## config.mk

```make
export PLATFORM = sky130hd
export DESIGN_NAME = neuron_mac_seq
export DESIGN_NICKNAME = d
export VERILOG_FILES = /design/src/rtl/neuron_pkg.sv /design/src/rtl/neuron_sat_shift.sv /design/src/rtl/neuron_mac_seq.sv
export SDC_FILE = /design/constraint.sdc
export NUM_CORES = 1
export LEC_CHECK = 0
export CORE_MARGIN = 5
export CORE_UTILIZATION = 47
export CTS_CLUSTER_DIAMETER = 200
export CTS_CLUSTER_SIZE = 14
export DETAILED_ROUTE_END_ITERATION = 10
export PLACE_DENSITY_LB_ADDON = 0.2
export REMOVE_ABC_BUFFERS = 1
export SKIP_LAST_GASP = 1
export SYNTH_ARGS = -nofsm -noshare
export SYNTH_HDL_FRONTEND = slang
export SYNTH_SLANG_ARGS = --single-unit
```

## constraint.sdc

```tcl
create_clock -name clk -period 24.5 [get_ports clk]
set_clock_uncertainty 0.05 [all_clocks]
set_input_delay 4.9 -clock clk [delete_from_list [all_inputs] [get_ports clk]]
set_output_delay 4.9 -clock clk [all_outputs]
set_load 0.01 [all_outputs]
```

## src/rtl/neuron_pkg.sv

```systemverilog
// Shared widths, Q8.8 limits and FSM encoding for the sequential MAC neuron.
package neuron_pkg;
  localparam int DATA_W    = 16;
  localparam int ADDR_W    = 16;
  localparam int ACC_W     = 40;
  localparam int FRAC_BITS = 8;

  localparam logic signed [DATA_W-1:0] Q_MAX = 16'sh7FFF;
  localparam logic signed [DATA_W-1:0] Q_MIN = 16'sh8000;

  typedef enum logic [1:0] {
    ST_IDLE = 2'd0,
    ST_LOAD = 2'd1,
    ST_MAC  = 2'd2,
    ST_OUT  = 2'd3
  } state_e;
endpackage

```

## src/rtl/neuron_sat_shift.sv

```systemverilog
// Converts the 40-bit Q16.16-style accumulator to Q8.8 with saturation.
module neuron_sat_shift
  import neuron_pkg::*;
(
  input  logic signed [ACC_W-1:0]  acc_i,
  output logic signed [DATA_W-1:0] q_o
);
  logic signed [ACC_W-1:0] shifted;
  logic                    in_range;

  always_comb begin
    shifted  = acc_i >>> FRAC_BITS;
    // Representable only when every bit above the Q8.8 sign bit matches it.
    in_range = (shifted[ACC_W-1:DATA_W-1] == '0) || (shifted[ACC_W-1:DATA_W-1] == '1);
    q_o      = shifted[DATA_W-1:0];
    if (!in_range) begin
      q_o = shifted[ACC_W-1] ? Q_MIN : Q_MAX;
    end
  end
endmodule

```

## src/rtl/neuron_mac_seq.sv

```systemverilog
// Sequential neuron: streams N_INPUTS activations against ROM weights, then
// presents a saturated Q8.8 sum plus a step-activation flag.
module neuron_mac_seq
  import neuron_pkg::*;
#(
  parameter int                       N_INPUTS  = 10,
  parameter int                       ADDR_BASE = 1,
  parameter logic signed [DATA_W-1:0] THRESHOLD = 16'sh0000
) (
  input  logic                     clk,
  input  logic                     rst,
  input  logic                     start,
  output logic                     busy,
  output logic [ADDR_W-1:0]        rom_addr,
  input  logic signed [DATA_W-1:0] rom_dout,
  input  logic signed [DATA_W-1:0] x_data,
  input  logic                     x_valid,
  output logic                     x_ready,
  output logic                     y_valid,
  input  logic                     y_ready,
  output logic signed [DATA_W-1:0] y_acc,
  output logic                     y_fire,
  output state_e                   dbg_state
);
  localparam int              IDX_W    = 9;
  localparam logic [IDX_W-1:0] IDX_LAST = IDX_W'(N_INPUTS - 1);

  state_e                    state_q, state_d;
  logic [IDX_W-1:0]          idx_q, idx_d;
  logic signed [ACC_W-1:0]   acc_q, acc_d;
  logic [ADDR_W-1:0]         rom_addr_q, rom_addr_d;
  logic                      y_valid_q, y_valid_d;
  logic signed [DATA_W-1:0]  y_acc_q, y_acc_d;
  logic                      y_fire_q, y_fire_d;

  logic signed [2*DATA_W-1:0] prod;
  logic signed [ACC_W-1:0]    acc_sum;
  logic signed [DATA_W-1:0]   sum_q88;

  assign prod    = rom_dout * x_data;
  assign acc_sum = acc_q + ACC_W'(prod);

  neuron_sat_shift u_sat (
    .acc_i (acc_sum),
    .q_o   (sum_q88)
  );

  // Handshakes: a beat transfers on a rising edge where valid and ready are
  // both high; valid holds its payload stable until that edge.
  always_comb begin
    state_d    = state_q;
    idx_d      = idx_q;
    acc_d      = acc_q;
    rom_addr_d = rom_addr_q;
    y_valid_d  = y_valid_q;
    y_acc_d    = y_acc_q;
    y_fire_d   = y_fire_q;
    case (state_q)
      ST_IDLE: begin
        if (start) begin
          acc_d      = '0;
          idx_d      = '0;
          rom_addr_d = ADDR_W'(ADDR_BASE);
          state_d    = ST_LOAD;
        end
      end
      ST_LOAD: state_d = ST_MAC;
      ST_MAC: begin
        if (x_valid) begin
          acc_d = acc_sum;
          if (idx_q < IDX_LAST) begin
            idx_d      = idx_q + 1'b1;
            rom_addr_d = ADDR_W'(ADDR_BASE) + ADDR_W'(idx_q) + 16'd1;
            state_d    = ST_LOAD;
          end else begin
            y_valid_d = 1'b1;
            y_acc_d   = sum_q88;
            y_fire_d  = (sum_q88 > THRESHOLD);
            state_d   = ST_OUT;
          end
        end
      end
      ST_OUT: begin
        if (y_ready) begin
          y_valid_d = 1'b0;
          state_d   = ST_IDLE;
        end
      end
      default: state_d = ST_IDLE;
    endcase
  end

  always_ff @(posedge clk) begin
    if (rst) begin
      state_q    <= ST_IDLE;
      idx_q      <= '0;
      acc_q      <= '0;
      rom_addr_q <= '0;
      y_valid_q  <= 1'b0;
      y_acc_q    <= '0;
      y_fire_q   <= 1'b0;
    end else begin
      state_q    <= state_d;
      idx_q      <= idx_d;
      acc_q      <= acc_d;
      rom_addr_q <= rom_addr_d;
      y_valid_q  <= y_valid_d;
      y_acc_q    <= y_acc_d;
      y_fire_q   <= y_fire_d;
    end
  end

  assign busy      = (state_q != ST_IDLE);
  assign x_ready   = (state_q == ST_MAC);
  assign rom_addr  = rom_addr_q;
  assign y_valid   = y_valid_q;
  assign y_acc     = y_acc_q;
  assign y_fire    = y_fire_q;
  assign dbg_state = state_q;
endmodule

```

==> flow_metrics.tcl <==
set metrics [dict create \
    area_delta_synth_final_pct 8.93 \
    die_x_um 191 \
    endpoint_kind "flip-flop" \
    met2_usage_pct 34.9 \
    syn-cell-area_mm2 0.0155 \
    grt_usage_pct 21.4 \
    ys_types 73 \
    first_global_vias 12256 \
    criticalPathCategory "input pin to flip-flop" \
    status "completed" \
    yosys.area.top_type "fa_1" \
    hpwl_um 31500 \
    cts_resized 0 \
    vias 11346 \
    row_count 66 \
    tns_ns 0 \
    met1_usage_pct 31.3 \
    cts_tree "built" \
    start_kind "input pin" \
    cts-root-buf "clkbuf_16" \
    cts.sinks 79 \
    ctsHoldBuffers 0 \
    wire_per_inst_um 17.4 \
    synthArstFlopShare_pct 0 \
    first_iter_violations 641 \
    rsz0062_at_grt "false" \
    ant_nets 0 \
    die-area_mm2 0.0367 \
    grt_busiest_layer "met2" \
    cts_max_level 3 \
    dpl.cell_count 2133 \
    routed_wl_um 37400 \
    drive_above_1_share_pct 3.22 \
    hold_path.class "flip-flop to flip-flop" \
    nets 2187 \
    grt_pass1_wl_um 63300 \
    arrival_ns 12.99 \
    grt_max_degree 56 \
    synth-edff-count 0 \
    post_cts_buffers 0 \
    seq_area_frac_synth_pct 10.2 \
    die_h_um 191 \
    met3_usage_pct 1.68 \
    synthDominantCellAreaShare_pct 42.7 \
    numCtsBuffers 9 \
    pin_count 75 \
    start_util_pct 47.6 \
    worstMarginPinSlew_ns 1.07 \
    syn_avg_cell_area_um2 9.25 \
    fin_crit_sh_pct 52.3 \
    fillers 3066 \
    ys_seq_elements 79 \
    ys_warn_count 0 \
    slew_violations 0 \
    fmax_ghz 0.0781 \
    multiInputGateArea_mm2 0.0123 \
    dr.pass1.iters 5 \
    clk_pin_slew_worst_paths_ns 0.07 \
    cap_viol_max_count 0 \
    vias_per_cell 5.28 \
    min_period_ns 12.81 \
    port_buffers 68 \
    synthTopCellsByArea "fa_1, dfxtp_1, ha_1, inv_1, and2_1" \
    grt-ovfl-total 0 \
    fin_cells 2149 \
    syn_inst 1673 \
    finalSetupViolations 0 \
    slew_headroom_pct 28.5 \
    clock_path_buffers 2 \
    antenna_found_initial 0 \
    ys.flop_type "dfxtp_1" \
    gp_congestion 0.918 \
    worst-endpoint-required_ns 24.69 \
    diodes 0 \
    path_max_fanout 16 \
    final-seq-area_mm2 0.00158 \
    route.detailed.drc 0 \
    insertion_delay_ns 0.36 \
    core_mm2 0.0325 \
    hold_viol 0 \
]
final timing paths:
check	start	endpoint	slack [ns]	cells after the start
max reg2reg	acc_q[15]	y_acc[10]	18.05	20
max	rom_dout[15]	y_acc[10]	11.69	24
min	rom_addr[9]	rom_addr[9]	0.41	1
min reg2reg	rom_addr[9]	rom_addr[9]	0.41	1
state kept, by name, summed over array words and instances (netlist names):
signal and cells:
y_valid 1, y_acc 16, idx_q 9, acc_q 40
rom_addr 10, y_fire 1, dbg_state 2
synthesized netlist by cell type, types with 4 or more instances:
| cell type | instances |
|---|---|
| nand2_1 | 182 |
| o211ai_2 | 4 |
| a21o_1 | 8 |
| nand2b_1 | 5 |
| a22oi_1 | 32 |
| and3_1 | 5 |
| nor2b_1 | 4 |
| nor4_1 | 4 |
| fa_1 | 330 |
| inv_1 | 360 |
| nor2_1 | 91 |
| and2_1 | 122 |
| xor2_1 | 14 |
| a221o_1 | 16 |
| o21ai_1 | 7 |
| or4_1 | 4 |
| ha_1 | 118 |
| nand4_1 | 8 |
| o21a_1 | 4 |
| o21ai_0 | 16 |
| buf_2 | 6 |
| xnor2_1 | 26 |
| a21oi_1 | 62 |
| nand3_1 | 22 |
| a31oi_1 | 4 |
| or3_1 | 6 |
| dfxtp_1 | 79 |
| nor3_1 | 10 |
| a211oi_1 | 4 |
| o211ai_1 | 5 |
| buf_4 | 6 |
| clkbuf_1 | 51 |
final cells by class:
cell class	count	share of cell area (%)
Clock buffer	9	1.34
Inverter	360	8.01
Clock inverter	7	0.646
Timing Repair Buffer	79	4.50
Multi-Input combinational cell	1173	72.9
Sequential cell	79	9.38
Tap cell	442	3.28
worst max-delay path: stages:
cell             delay, ns
clkdlybuf4s50_1       0.85
nand2_1               0.24
inv_1                 0.14
fa_1                  0.52
fa_1                  0.97
fa_1                  0.52
inv_1                 0.24
fa_1                  0.52
inv_1                 0.05
fa_1                  0.52
inv_1                 0.05
fa_1                  0.47
inv_1                 0.04
ha_1                  0.46
and4_1                0.32
nand2_1               0.13
nor2b_1               0.20
a21oi_1               0.09
o21a_1                0.21
a21oi_1               0.22
o2111ai_1             0.15
or3_1                 0.34
o41a_4                0.53
a221o_1               0.30
routing by layer:
| layer | wire length [um] | vias up |
|---|---|---|
| met5 | 0 | - |
| met4 | 729 | 0 |
| met3 | 1330 | 56 |
| met2 | 17700 | 265 |
| met1 | 17600 | 5798 |
| li1 | - | 5227 |
cells in the final DEF (no fill, tap or decap), drive strengths merged, types with 3 or more instances in the layout:
| master | Yosys | layout |
|---|---|---|
| buf | 15 | 12 |
| xor2 | 14 | 14 |
| nor2 | 91 | 91 |
| and2 | 122 | 122 |
| nand4 | 8 | 8 |
| a211oi | 6 | 6 |
| a21o | 9 | 9 |
| or4 | 4 | 4 |
| xnor2 | 26 | 26 |
| a21oi | 65 | 65 |
| a211o | 3 | 3 |
| o21ai | 23 | 23 |
| nand3 | 23 | 23 |
| clkdlybuf4s50 | 0 | 67 |
| dfxtp | 79 | 79 |
| fa | 330 | 330 |
| o31ai | 3 | 3 |
| o21bai | 3 | 3 |
| nor3 | 10 | 10 |
| and4 | 5 | 5 |
| o21a | 4 | 4 |
| and3 | 5 | 5 |
| nand2b | 5 | 5 |
| or3 | 6 | 6 |
| inv | 360 | 364 |
| nor2b | 4 | 4 |
| ha | 118 | 118 |
| conb | 1 | 6 |
| a41oi | 3 | 3 |
| a31oi | 7 | 7 |
| clkbuf | 51 | 9 |
| a221o | 16 | 16 |
| a22oi | 32 | 32 |
| nor4 | 4 | 4 |
| nand2 | 183 | 183 |
| o211ai | 9 | 9 |
kinds of logic after synthesis:
logic type	share of synthesized area [%]
other	0.0242
AOI/OAI and AO/OA	9.78
muxes	0.129
and+or+nand+nor	14.8
buffers and inverters	10.6
xor gates and xnor gates	2.26
adders and majority gates	52.2
DFF	10.2
metrics by stage:
step | area (um2) | util, % | hold WS, ns | worst slack (ns)
6_report | 16900 | 51.8 | 0.406 | 11.69
5_1_grt | 16900 | 51.8 | 0.434 | 11.20
4_1_cts | 16900 | 51.8 | 0.412 | 11.70
3_5_place_dp | 16500 | 50.8 | 0.397 | 11.36
3_3_place_gp | 16500 | 50.8 | 0.394 | 11.57
2_1_floorplan | 15200 | - | 0.380 | 13.07
Power is not shown: default switching activity piles up to over one toggle a cycle in this logic, so the estimate is an artifact.
